<file path="src/rtl/dh_terminal_if.sv">
// Parameter/result bundle between the C&C link controller and the terminal
// Diffie-Hellman engine.
interface dh_terminal_if #(
    parameter int W = 8
) ();
    logic         ena;
    logic         valid_in;
    logic [W-1:0] g;
    logic [W-1:0] p;
    logic [W-1:0] A;
    logic [W-1:0] b;
    logic [W-1:0] B;
    logic [W-1:0] key;
    logic         busy;
    logic         done;
    logic         err;

    modport master (
        output ena, valid_in, g, p, A, b,
        input  B, key, busy, done, err
    );

    modport slave (
        input  ena, valid_in, g, p, A, b,
        output B, key, busy, done, err
    );
endinterface

</file>
<file path="src/rtl/dh_terminal.sv">
// Terminal-side Diffie-Hellman responder: B = g^b mod p, key = A^b mod p,
// using one square-and-multiply datapath shared by both exponentiations.
//
// state  | meaning
// IDLE   | waiting for valid_in; inputs captured on accept
// LOAD_B | modulus check, seed datapath with g mod p
// EXP_B  | W constant-time square-and-multiply steps for B
// LOAD_K | publish B, seed datapath with A mod p
// EXP_K  | W steps for key, then one terminal-count cycle that publishes key
// DONE   | done pulse cycle, return to IDLE
module dh_terminal #(
    parameter int W = 8
) (
    input logic         clk,
    input logic         rst,
    dh_terminal_if.slave bus
);
    localparam int CW = $clog2(W + 1);

    typedef enum logic [2:0] {
        IDLE,
        LOAD_B,
        EXP_B,
        LOAD_K,
        EXP_K,
        DONE
    } state_t;

    state_t        state;
    logic [W-1:0]  g_r, p_r, a_r, b_r;
    logic [W-1:0]  res, base, e;
    logic [CW-1:0] cnt;
    logic [W-1:0]  b_out, key_r;
    logic          busy_r, done_r, err_r;
    logic [W-1:0]  res_nxt, base_nxt;

    function automatic logic [W-1:0] mulmod(input logic [W-1:0] x,
                                            input logic [W-1:0] y,
                                            input logic [W-1:0] m);
        return W'(({{W{1'b0}}, x} * {{W{1'b0}}, y}) % {{W{1'b0}}, m});
    endfunction

    always_comb begin
        res_nxt  = res;
        base_nxt = mulmod(base, base, p_r);
        if (e[0]) res_nxt = mulmod(res, base, p_r);
    end

    always_ff @(posedge clk or posedge rst) begin
        if (rst) begin
            state  <= IDLE;
            g_r    <= '0;
            p_r    <= '0;
            a_r    <= '0;
            b_r    <= '0;
            res    <= '0;
            base   <= '0;
            e      <= '0;
            cnt    <= '0;
            b_out  <= '0;
            key_r  <= '0;
            busy_r <= 1'b0;
            done_r <= 1'b0;
            err_r  <= 1'b0;
        end else if (bus.ena) begin
            case (state)
                IDLE: begin
                    if (bus.valid_in) begin
                        g_r    <= bus.g;
                        p_r    <= bus.p;
                        a_r    <= bus.A;
                        b_r    <= bus.b;
                        err_r  <= 1'b0;
                        busy_r <= 1'b1;
                        state  <= LOAD_B;
                    end
                end
                LOAD_B: begin
                    if (p_r < W'(2)) begin
                        // Bad modulus drains through the EXP_K terminal-count
                        // cycle so done lands exactly one edge after this one.
                        err_r <= 1'b1;
                        b_out <= '0;
                        key_r <= '0;
                        cnt   <= CW'(W);
                        state <= EXP_K;
                    end else begin
                        res   <= W'(1);
                        base  <= g_r % p_r;
                        e     <= b_r;
                        cnt   <= '0;
                        state <= EXP_B;
                    end
                end
                EXP_B: begin
                    res  <= res_nxt;
                    base <= base_nxt;
                    e    <= e >> 1;
                    cnt  <= cnt + 1'b1;
                    if (cnt == CW'(W - 1)) state <= LOAD_K;
                end
                LOAD_K: begin
                    b_out <= res;
                    res   <= W'(1);
                    base  <= a_r % p_r;
                    e     <= b_r;
                    cnt   <= '0;
                    state <= EXP_K;
                end
                EXP_K: begin
                    if (cnt == CW'(W)) begin
                        if (!err_r) key_r <= res;
                        done_r <= 1'b1;
                        state  <= DONE;
                    end else begin
                        res  <= res_nxt;
                        base <= base_nxt;
                        e    <= e >> 1;
                        cnt  <= cnt + 1'b1;
                    end
                end
                DONE: begin
                    done_r <= 1'b0;
                    busy_r <= 1'b0;
                    state  <= IDLE;
                end
                default: state <= IDLE;
            endcase
        end
    end

    assign bus.B    = b_out;
    assign bus.key  = key_r;
    assign bus.busy = busy_r;
    assign bus.done = done_r;
    assign bus.err  = err_r;
endmodule

</file>
<file path="src/flat_wrapper.sv">
// flat-port wrapper written by rule: the top's interface ports become plain ports
module dh_terminal_flat 
#(
    parameter int W = 8
)
  (clk, rst, bus_ena, bus_valid_in, bus_g, bus_p, bus_A, bus_b, bus_B, bus_key, bus_busy, bus_done, bus_err);
  dh_terminal_if #(.W(W)) bus_i ();
  input logic clk;
  input logic rst;
  input wire logic [$bits(bus_i.ena)-1:0] bus_ena;
  input wire logic [$bits(bus_i.valid_in)-1:0] bus_valid_in;
  input wire logic [$bits(bus_i.g)-1:0] bus_g;
  input wire logic [$bits(bus_i.p)-1:0] bus_p;
  input wire logic [$bits(bus_i.A)-1:0] bus_A;
  input wire logic [$bits(bus_i.b)-1:0] bus_b;
  output wire logic [$bits(bus_i.B)-1:0] bus_B;
  output wire logic [$bits(bus_i.key)-1:0] bus_key;
  output wire logic [$bits(bus_i.busy)-1:0] bus_busy;
  output wire logic [$bits(bus_i.done)-1:0] bus_done;
  output wire logic [$bits(bus_i.err)-1:0] bus_err;
  assign bus_i.ena = bus_ena;
  assign bus_i.valid_in = bus_valid_in;
  assign bus_i.g = bus_g;
  assign bus_i.p = bus_p;
  assign bus_i.A = bus_A;
  assign bus_i.b = bus_b;
  assign bus_B = bus_i.B;
  assign bus_key = bus_i.key;
  assign bus_busy = bus_i.busy;
  assign bus_done = bus_i.done;
  assign bus_err = bus_i.err;
  dh_terminal #(.W(W)) u_core (.clk(clk), .rst(rst), .bus(bus_i));
endmodule
</file>
<file path="config.mk">
export PLATFORM = sky130hd
export DESIGN_NAME = dh_terminal_flat
export DESIGN_NICKNAME = d
export VERILOG_FILES = /design/src/rtl/dh_terminal_if.sv /design/src/rtl/dh_terminal.sv /design/src/flat_wrapper.sv
export SDC_FILE = /design/constraint.sdc
export NUM_CORES = 1
export LEC_CHECK = 0
export ABC_AREA = 1
export BUFFER_PORTS_ARGS = -buffer_cell sky130_fd_sc_hd__buf_2
export CORE_AREA = 2 2 196 217
export DETAILED_ROUTE_END_ITERATION = 16
export DIE_AREA = 0 0 198 219
export MAX_ROUTING_LAYER = met4
export PLACE_DENSITY_LB_ADDON = 0.3
export SYNTH_ARGS = -nofsm -noshare
export SYNTH_HDL_FRONTEND = slang
export SYNTH_SLANG_ARGS = --single-unit
</file>
<file path="constraint.sdc">
create_clock -name clk -period 32.1 [get_ports clk]
set_input_delay 8.025 -clock clk [delete_from_list [all_inputs] [get_ports clk]]
set_output_delay 8.025 -clock clk [all_outputs]
set_load 0.05 [all_outputs]
</file>
# Yosys cells after proc, flatten, opt, wreduce, memory -nomap -nowiden
# Index checks and enable logic that the tools add are counted.
# op_classes
addsub	1
n_mul	2
n_div	4
order_cmp	1
n_eq_ne	14
muxes	30
n_reduce_logical	16
# op_table
operator	n
$pmux W8 S4	3
$mux W8	10
$mod A16 B8 Y16	2
$mul A8 B8 Y16	2
$pmux W8 S2	2
$mod A8 B8 Y8	2
$pmux W4 S4	1
$pmux W3 S5	1
$reduce_and A3 Y1	5
$mux W3	4
$reduce_and A4 Y1	3
$reduce_bool A2 Y1	5
$lt A8 B2 Y1 const B	1
$mux W4	2
$ne A2 B2 Y1 const B	4
$eq A3 B2 Y1 const B	2
$eq A3 B3 Y1 const B	2
$ne A2 B1 Y1 const B	3
$pmux W1 S2	3
$reduce_and A5 Y1	1
$add A4 B1 Y4 const B	1
$eq A4 B3 Y1 const B	1
$eq A4 B4 Y1 const B	1
$mux W1	4
other kinds (3)	3
# totals
ff_bits	82
inputBits	36
out_inout_bits	19
word_cells	82

# Longest topological paths before layout
# Gate-level depths: netlist (run 1).
# depth
depth_word	5
mapped_depth	237
ltp_nobuf	228

# Worst setup path after synthesis (run 1)
# No wires, ideal clock.
# synth_timing
path_kind	flip-flop to flip-flop
from	reg u_core.base[7]
to	reg u_core.res[0]
setup_ns	0.114
t_arrival_ns	30.593
required_ns	31.986
setup_slack_ns	1.394
path_stages_with_launch	226
path_buffers	10
period_less_slack_ns	30.706
cell_sequence	dfrtp_1 buf_6 clkbuf_1 nand2_1 inv_1 fa_1 fa_1 fa_1 inv_1 fa_1 inv_1 ha_1 a21oi_1 o21ai_0 nand2_1 nand3_1 nand2_1 nand2_1 (+190 left out) o21ai_0 nand2_1 a21oi_1 o21ai_0 a211o_1 a21oi_1 nand2_1 nor2_1 nand2_1 nor2_1 nand2_1 nor2_4 nand2_2 buf_6 nand2_1 nand3_1 nand2_1 inv_1
# synth_via
elab_chain_len	5
# synth_lines
item	line_no	rtl
from (decl)	dh_terminal.sv:31	logic [W-1:0] res, base, e;
from (signal assigned)	dh_terminal.sv:89	base <= g_r % p_r;
from (signal assigned)	dh_terminal.sv:97	base <= base_nxt;
from (signal assigned)	dh_terminal.sv:105	base <= a_r % p_r;
$mul A8 B8 Y16 *	dh_terminal.sv:40	return W'(({{W{1'b0}}, x} * {{W{1'b0}}, y}) % {{W{1'b0}}, m});
$mod A16 B8 Y16 *	dh_terminal.sv:40	
$mux W8 *	dh_terminal.sv:46	if (e[0]) res_nxt = mulmod(res, base, p_r);
$mux W8	dh_terminal.sv:111	if (cnt == CW'(W)) begin
$pmux W8 S4 *	dh_terminal.sv:66	case (state)
to (signal assigned)	dh_terminal.sv:96	res <= res_nxt;
to (signal assigned)	dh_terminal.sv:116	res <= res_nxt;
to (decl)	dh_terminal.sv:31	
# Mark *: on every way between the ends. The rest lies on a longest branch, timed or not. The select of a mux whose other input is x is not followed.
# A chain may end at the register's enable or synchronous reset.

# Worst setup path in the final report (run 1)
# layout_timing
from	reg u_core.base[7]
to	reg u_core.base[2]
# layout_via
elab_chain_len	4
# layout_lines
item	line_no
$mul A8 B8 Y16 *	dh_terminal.sv:40
$mod A16 B8 Y16 *	dh_terminal.sv:40
$mux W8	dh_terminal.sv:111
$pmux W8 S4 *	dh_terminal.sv:66
# Marked as above.

==> results of run 1 <==
-- state kept, by name (all words and copies together), names as in the netlist, 3 cells and up --
name / cells
u_core.a_r: 8
u_core.b_r: 8
u_core.base: 8
u_core.bus.B: 8
u_core.bus.key: 8
u_core.e: 8
u_core.g_r: 8
u_core.p_r: 8
u_core.res: 8
u_core.cnt: 4
u_core.state: 3
-- cell usage in the layout, fill, tap and decap left out, drive strengths merged, types with 2 or more instances in the layout --
cell	netlist	final
ha	270	270
buf	19	221
nand2	772	774
nand3b	16	16
o21bai	29	29
o211ai	8	8
nor2	150	150
fa	63	63
or2	25	25
nand3	176	176
and2	5	5
inv	518	515
dfrtp	82	82
a21boi	2	2
a221oi	2	2
mux2i	2	2
a31oi	4	4
xnor2	82	82
clkinvlp	0	6
xor2	66	66
o22ai	18	18
a21o	56	56
nor4	2	2
o21ai	207	207
or3	3	3
a211oi	3	3
a21oi	90	90
o21a	7	7
clkbuf	36	12
o31ai	6	6
clkinv	3	9
nor3	17	17
nand4	33	33
-- cells by family after synthesis --
kind of cell    synth area share
compound gates            0.1406
flops                     0.1116
xor+xnor                 0.07051
mux                     0.001089
buf+inv                   0.1221
fa+ha+maj                 0.2524
simple gates              0.3017
-- through the flow --
step	area (sq um)	hold slack, ps	cells	util	setup WS (ps)
after floorplan	18380	436.7	2778	-	1394
after global placement	19450	461.4	3387	0.4733	288.7
after detailed placement	19450	462.4	3387	0.4733	-1007
after CTS	19820	479.5	3405	0.4825	37.32
after global routing	21350	497.5	3528	0.5196	-356.2
final	21350	477.2	3528	0.5196	2047
-- worst max path at each step --
stage / start / endpoint / slack, ps / cells after the start
after floorplan: u_core.base[7]$_DFFE_PP0P_ / u_core.res[0]$_DFFE_PP0P_ / 1390 / 225
after global placement: u_core.base[2]$_DFFE_PP0P_ / u_core.base[5]$_DFFE_PP0P_ / 290 / 225
after detailed placement: u_core.base[3]$_DFFE_PP0P_ / u_core.res[0]$_DFFE_PP0P_ / -1010 / 218
after CTS: u_core.base[6]$_DFFE_PP0P_ / u_core.base[7]$_DFFE_PP0P_ / 40 / 226
after global routing: u_core.base[3]$_DFFE_PP0P_ / u_core.base[3]$_DFFE_PP0P_ / -360 / 225
final: u_core.base[7]$_DFFE_PP0P_ / u_core.base[2]$_DFFE_PP0P_ / 2050 / 226
-- Yosys cell counts, types with 36 or more instances --
cell | number | share of area
fa_1 | 63 | 0.069
o21ai_0 | 187 | 0.051
dfrtp_1 | 82 | 0.11
inv_1 | 495 | 0.10
clkbuf_1 | 36 | 0.0074
nand2_1 | 715 | 0.15
nand3_1 | 150 | 0.041
a21o_1 | 56 | 0.023
a21oi_1 | 82 | 0.022
nor2_1 | 122 | 0.025
ha_1 | 270 | 0.18
nand2_2 | 45 | 0.015
xnor2_1 | 82 | 0.039
xor2_1 | 66 | 0.031
-- area by class of cell --
class | count | area (sq um)
clock buffers | 10 | 229.0
repair inverters | 4 | 21.27
fillers | 4063 | 19740
inverters | 521 | 2013
multi-input cells | 2122 | 14670
flip-flops and latches | 82 | 2071
repair buffers | 223 | 1568
clock inverters | 6 | 75.07
well taps | 560 | 700.7
-- worst max-delay path, delay by kind of cell (launching register included) --
| family | cells | cell delay (ps) |
|---|---|---|
| flip-flops | 1 | 460 |
| multiplexers | 1 | 270 |
| adder cells (fa/ha/maj) | 21 | 6970 |
| buffers and inverters | 38 | 2930 |
| AO/OA/AOI/OAI | 73 | 10630 |
| AND/OR/NAND/NOR | 93 | 8650 |
-- repair_timing --
action	in CTS	in global routing
hold buffers	0	0
gates cloned	1	5
buffers inserted	1	118
pin swaps	1	105
resized for setup	29	192
setup endpoints to repair	16	16
-- metal layers --
layer | wire (um) | track usage
met5 | 0 | -
met4 | 1176 | 0.05163
met3 | 1126 | 0.01537
met2 | 24400 | 0.4088
met1 | 20920 | 0.2595
==> impl_metrics.toml, run 1 <==
[routing]
detail_route.wl_per_cell_um = 13.50
drtAntennaViolNets = 0
finalWirelength_um = 47630
viasPerCell = 5.092
drtIter0Drc = 733
via_count = 17963
drc_errors = 0
first_pass_iters = 6

[timing]
finalHoldViolCount = 0
maxSlewHeadroom = 0.2657
drv_slew = 0
fin_crit_ps = 30050
max_freq_mhz = 33.28
fin_crit_sh = 0.9362
setup_tns_ps = 0
setup_viol = 0
fin_worst_skew_ps = 8.851
worstMarginPinSlew_ps = 1095

[logic_synthesis]
syn-cell-area_sq_um = 18380
synthDistinctLibCells = 60
synth_area_per_cell_sq_um = 6.617
ys.flop_type = "dfrtp_1"
syn_inst = 2778
ys_ff_latch = 82
synth-seq-area-share = 0.1116
ys_warn_count = 0
synth_edf_count = 0
async_reset_ff_frac = 1.000
syn_nets = 3147

[place]
port_buffers = 54
place_hpwl_um = 36270
place_congestion = 0.9194

[clocking]
cts_root_buf = "clkbuf_16"
clock-sinks = 82
numCtsBuffers = 9
clk_latency_ps = 340
cts_htree_levels = 3
cts.clk_slew.worst_paths_ps = 70
cts_tree = "yes"
cts_buffer_depth = 2

[critical_path]
rrSetupSlack_ps = 2050
ff2ff_path_depth = 226
crit_path_frequent_cell = "nand2_1"
cp_slowest_stage_delay_ps = 560
cp.arrival_ps = 30280
critPathSlowestCell = "fa_1"
end_kind = "register"
cp_data_required_time_ps = 32330
r2r-start = "u_core.base[7]$_DFFE_PP0P_"
reg2reg_to = "u_core.base[2]$_DFFE_PP0P_"
worstSetupPathType = "register to register"
worst-path-max-fanout = 8
cp-start-kind = "register"

[floorplanning]
fp.coreArea_sq_um = 41090
rows = 78
die_w_um = 198
dieArea_sq_um = 43360
die_height_um = 219
io_pins = 55
initial_core_util = 0.4474

[grt]
grt_pass1_vias = 17313
grt_pass1_wl_um = 78090
gr-total-overflow = 0
antenna_found_initial = 0
grt_max_degree = 67
track_usage = 0.2206

[final_layout]
syn2layout_area_growth_pct = 16.12
layout.nets = 3332
layout-drive-gt1-share = 0.1863
n_antenna_cell = 0

[worst_hold_path]
min_path_cells = 2
hold_class = "register to register"
hp-start = "u_core.g_r[0]$_DFFE_PP0P_"
hold_path_end = "u_core.g_r[0]$_DFFE_PP0P_"

[flow_run]
drv_cap = 0

[run_status]
outcome = "finished, final reports clean"
Power of run 1 is not shown: default switching activity piles up to over one toggle a cycle in this logic, so the estimate is an artifact.
==> run 2, diff against run 1 <==
--- a/config.mk
+++ b/config.mk
@@ -7,9 +7,11 @@
 export LEC_CHECK = 0
 export ABC_AREA = 1
 export BUFFER_PORTS_ARGS = -buffer_cell sky130_fd_sc_hd__buf_2
-export CORE_AREA = 2 2 196 217
+export CELL_PAD_IN_SITES_DETAIL_PLACEMENT = 0
+export CELL_PAD_IN_SITES_GLOBAL_PLACEMENT = 1
+export CORE_AREA = 2 2 201 222
 export DETAILED_ROUTE_END_ITERATION = 16
-export DIE_AREA = 0 0 198 219
+export DIE_AREA = 0 0 203 224
 export MAX_ROUTING_LAYER = met4
 export PLACE_DENSITY_LB_ADDON = 0.3
 export SYNTH_ARGS = -nofsm -noshare
==> run 2 against run 1 <==
  * Hold slack improved by 2.8 ps
  * First-iteration DRC count rose by 4.4%
  * Clock skew rose by 2.2 ps
  * Core utilization fell by 1.2 points
  * Flip-flop and latch count did not move
  * Via count rose by 0.35%
  * Non-clock buffer count rose by 51
  * Sequential share of layout area fell by 0.25 points
  * Wire length rose by 3.6%
  * Critical path depth did not move
==> impl_metrics.toml, run 2 (same netlist as run 1, synthesis figures left out) <==
[run_status]
outcome = "finished, final reports clean"

[timing]
finalHoldViolCount = 0
fin_worst_skew_ps = 11.07
setup_tns_ps = 0
setup_viol = 0
fin_crit_ps = 30010
worstMarginPinSlew_ps = 1281
drv_slew = 0
max_freq_mhz = 33.33
maxSlewHeadroom = 0.1426
fin_crit_sh = 0.9347

[critical_path]
worst-path-max-fanout = 9
reg2reg_to = "u_core.base[2]$_DFFE_PP0P_"
rrSetupSlack_ps = 2090
worstSetupPathType = "register to register"
end_kind = "register"
r2r-start = "u_core.base[4]$_DFFE_PP0P_"
ff2ff_path_depth = 226
cp-start-kind = "register"
crit_path_frequent_cell = "nand2_1"
cp.arrival_ps = 30290
cp_data_required_time_ps = 32380
critPathSlowestCell = "fa_1"
cp_slowest_stage_delay_ps = 550

[floorplanning]
rows = 80
die_w_um = 203
die_height_um = 224
fp.coreArea_sq_um = 43140
io_pins = 55
initial_core_util = 0.4261
dieArea_sq_um = 45470

[worst_hold_path]
hp-start = "u_core.b_r[7]$_DFFE_PP0P_"
hold_class = "register to register"
min_path_cells = 2
hold_path_end = "u_core.b_r[7]$_DFFE_PP0P_"

[grt]
gr-total-overflow = 0
grt_max_degree = 72
grt_pass1_vias = 17483
grt_pass1_wl_um = 81290
track_usage = 0.2197
antenna_found_initial = 0

[final_layout]
layout-drive-gt1-share = 0.2123
syn2layout_area_growth_pct = 19.02
final_cell_mix = "685 x nand2_1, 476 x inv_1, 256 x ha_1"
n_antenna_cell = 0
finalNonFillerCells = 3588
layout_commonest_cell = "nand2_1"
layout.nets = 3379
final_util = 0.5072

[routing]
drtAntennaViolNets = 0
drc_errors = 0
finalWirelength_um = 49340
drtIter0Drc = 765
detail_route.wl_per_cell_um = 13.75
first_pass_iters = 5
via_count = 18025
viasPerCell = 5.024

[clocking]
clk_latency_ps = 350
cts_htree_levels = 3
cts_tree = "yes"
cts_root_buf = "clkbuf_16"
numCtsBuffers = 9
cts_buffer_depth = 2
clock-sinks = 82
cts.clk_slew.worst_paths_ps = 60

[place]
port_buffers = 54
place_congestion = 0.8670
placed_cells = 3442
place_hpwl_um = 37980

[flow_run]
drv_cap = 0
run 2: changes by cell type in the layout (fill, tap and decap cells not counted), moves of 7 or more:
cell	change
o21ai_1	-10
buf_4	+53
nand2_2	+14
nand2_1	-18
o21ai_2	+7
nand3_1	-8
run 2: worst max-delay path by stage:
| stage | start | slack, ps | cells after the start | end |
|---|---|---|---|---|
| 5_1_grt | u_core.base[7]$_DFFE_PP0P_ | -380 | 226 | u_core.base[0]$_DFFE_PP0P_ |
| 2_1_floorplan | u_core.base[7]$_DFFE_PP0P_ | 1390 | 225 | u_core.res[0]$_DFFE_PP0P_ |
| 3_3_place_gp | u_core.base[6]$_DFFE_PP0P_ | 170 | 216 | u_core.res[0]$_DFFE_PP0P_ |
| 4_1_cts | u_core.base[2]$_DFFE_PP0P_ | 50 | 219 | u_core.res[5]$_DFFE_PP0P_ |
| 3_5_place_dp | u_core.base[4]$_DFFE_PP0P_ | -980 | 217 | u_core.res[6]$_DFFE_PP0P_ |
| 6_report | u_core.base[4]$_DFFE_PP0P_ | 2090 | 226 | u_core.base[2]$_DFFE_PP0P_ |
run 2: final cells by class:
type	instances	area, sq um
Fill cell	4380	21260
Multi-Input combinational cell	2121	14830
Sequential cell	82	2068
Inverter	521	2016
Timing Repair Buffer	274	1938
Tap cell	574	718.2
Clock buffer	10	239.0
Clock inverter	5	61.31
Timing Repair inverter	1	6.256
run 2: worst max-delay path: cells and delay by family (launching register included):
kind	cells	cell delay, ps
simple gates	95	9160
flops	1	500
compound gates	71	10380
fa+ha+maj	21	6720
mux	1	250
buf+inv	38	2860
run 2: repair_timing:
| action | in CTS | in global routing |
|---|---|---|
| hold buffers | 0 | 0 |
| pin swaps | 1 | 153 |
| gates resized for setup | 27 | 235 |
| setup endpoints to repair | 16 | 16 |
| cloned | 0 | 2 |
| buffers inserted | 14 | 115 |
run 2: stage by stage:
stage	area [sq um]	hold slack, ps	setup WS, ps
6_report	21880	479.9	2095
5_1_grt	21880	501.9	-384.6
4_1_cts	20230	483.5	47.12
3_5_place_dp	19770	467.1	-978.9
3_3_place_gp	19770	460.3	174.2
2_1_floorplan	18380	436.7	1394
run 2: metal layers:
metal | vias to the layer above | part of all wire | GRT usage
met5 | - | 0 | -
li1 | 9338 | - | -
met4 | 0 | 0.031 | 0.06593
met3 | 86 | 0.019 | 0.01935
met2 | 196 | 0.51 | 0.3980
met1 | 8405 | 0.44 | 0.2571
Power of run 2 is left out for the same reason.
==> run 3, diff against run 2 <==
--- a/config.mk
+++ b/config.mk
@@ -6,12 +6,12 @@
 export NUM_CORES = 1
 export LEC_CHECK = 0
 export ABC_AREA = 1
-export BUFFER_PORTS_ARGS = -buffer_cell sky130_fd_sc_hd__buf_2
 export CELL_PAD_IN_SITES_DETAIL_PLACEMENT = 0
 export CELL_PAD_IN_SITES_GLOBAL_PLACEMENT = 1
-export CORE_AREA = 2 2 201 222
+export CORE_AREA = 2 2 198 220
 export DETAILED_ROUTE_END_ITERATION = 16
-export DIE_AREA = 0 0 203 224
+export DIE_AREA = 0 0 200 222
+export DONT_BUFFER_PORTS = 1
 export MAX_ROUTING_LAYER = met4
 export PLACE_DENSITY_LB_ADDON = 0.3
 export SYNTH_ARGS = -nofsm -noshare
==> run 3 against run 2 <==
  * Flip-flop and latch count is the same
  * Hold slack lost 1.2 ps
  * Non-clock buffer count shrank 85
  * Cell area shrank 3.2%
  * Global-route usage grew 0.48 points
  * Clock skew shrank 4.7 ps
  * Via count shrank 2.3%
  * Cell count shrank 2.5%
  * Core utilization shrank 0.29 points
  * Count of clock-buffer cells in the layout grew 1
==> impl_metrics.toml, run 3 (same netlist as run 1, synthesis figures left out) <==
[grt]
track_usage = 0.2244
antenna_found_initial = 0
grt_pass1_vias = 16964
grt_pass1_wl_um = 79840
grt_max_degree = 71
gr-total-overflow = 0

[critical_path]
cp_data_required_time_ps = 32340
ff2ff_path_depth = 225
r2r-start = "u_core.base[7]$_DFFE_PP0P_"
reg2reg_to = "u_core.base[7]$_DFFE_PP0P_"
crit_path_frequent_cell = "nand2_1"
rrSetupSlack_ps = 2110
cp-start-kind = "register"
cp.arrival_ps = 30230
critPathSlowestCell = "fa_1"
cp_slowest_stage_delay_ps = 560
end_kind = "register"
worst-path-max-fanout = 9
worstSetupPathType = "register to register"
critPathLaunch = "u_core.base[7]$_DFFE_PP0P_"

[timing]
drv_slew = 0
worstMarginPinSlew_ps = 1106
setup_tns_ps = 0
setup_viol = 0
fin_worst_skew_ps = 6.389
fin_crit_sh = 0.9344
fin_crit_ps = 29990
max_freq_mhz = 33.34
maxSlewHeadroom = 0.2584
finalHoldViolCount = 0

[floorplanning]
dieArea_sq_um = 44400
fp.coreArea_sq_um = 42010
die_height_um = 222
die_w_um = 200
initial_core_util = 0.4376
rows = 79
io_pins = 55

[place]
place_congestion = 0.8746
port_buffers = 0
place_hpwl_um = 37860

[worst_hold_path]
hp-start = "u_core.b_r[7]$_DFFE_PP0P_"
min_path_cells = 2
hold_path_end = "u_core.b_r[7]$_DFFE_PP0P_"
hold_class = "register to register"

[clocking]
numCtsBuffers = 9
cts_tree = "yes"
holdBufCountCts = 0
cts_buffer_depth = 2
cts_htree_levels = 3
clk_latency_ps = 350
cts.clk_slew.worst_paths_ps = 70
clock-sinks = 82
cts_root_buf = "clkbuf_16"

[final_layout]
layout.nets = 3294
layout_commonest_cell = "nand2_1"
multi_input_area_sq_um = 14660
regArea_sq_um = 2068
nFillCells = 4281
syn2layout_area_growth_pct = 15.23
final_cell_mix = "699 x nand2_1, 476 x inv_1, 258 x ha_1"
final_util = 0.5042
layout-drive-gt1-share = 0.1758
n_antenna_cell = 0

[run_status]
outcome = "finished, final reports clean"

[routing]
drc_errors = 0
drtIter0Drc = 708
via_count = 17609
detail_route.wl_per_cell_um = 13.99
viasPerCell = 5.035
finalWirelength_um = 48920
first_pass_iters = 5
drtAntennaViolNets = 0

[flow_run]
drv_cap = 0
## run 3: changes by cell type in the layout (fill, tap and decap cells not counted), sizes merged
cell,before,now
bufinv,1,0
clkinvlp,3,5
buf,274,188
clkinv,6,5
clkbuf,10,12
## run 3: through the flow
stage	hold slack, ps	instance area (sq um)	setup slack [ps]	instances
floorplan	436.7	18380	1394	2778
global placement	460.9	19410	146.6	3370
detailed placement	463.8	19410	-935.7	3370
CTS	480.0	19790	55.99	3389
global route	495.1	21180	-362.6	3497
finish	478.7	21180	2107	3497
## run 3: worst max-delay path: cells and delay by family, from the launching register on
| family | cells | cell delay, ps |
|---|---|---|
| AOI/OAI and AO/OA | 71 | 10500 |
| adders and majority gates | 21 | 7000 |
| DFF | 1 | 440 |
| and+or+nand+nor | 92 | 8470 |
| muxes | 1 | 260 |
| buffers and inverters | 40 | 3110 |
## run 3: per-layer routing
layer,up-vias,GRT usage,routed length (um)
li1,9184,-,-
met2,191,0.4091,25480
met3,50,0.01643,1028
met1,8184,0.2712,21660
met5,-,-,0
met4,0,0.03895,744
## run 3: timing repair
action | 4_1_cts | 5_1_grt
cloned | 0 | 2
setup endpoints to repair | 16 | 16
gates resized for setup | 26 | 184
setup buffers | 3 | 106
pin swaps | 1 | 124
## run 3: worst max-delay path by stage
stage | to | cells past startpoint | slack [ps]
after floorplan | u_core.res[0]$_DFFE_PP0P_ | 225 | 1390
after global placement | u_core.base[2]$_DFFE_PP0P_ | 224 | 150
after detailed placement | u_core.res[6]$_DFFE_PP0P_ | 216 | -940
after CTS | u_core.res[6]$_DFFE_PP0P_ | 217 | 60
after global routing | u_core.base[4]$_DFFE_PP0P_ | 221 | -360
final | u_core.base[7]$_DFFE_PP0P_ | 225 | 2110
## run 3: area by class of cell
cell class	count	area share
timing repair buffer	189	0.06728
multi-input combinational	2121	0.6923
timing repair inverter	1	0.0002363
clock buffer	11	0.01193
sequential	82	0.09764
tap	567	0.03349
clock inverter	5	0.002126
inverter	521	0.09504
Power of run 3 is left out for the same reason.
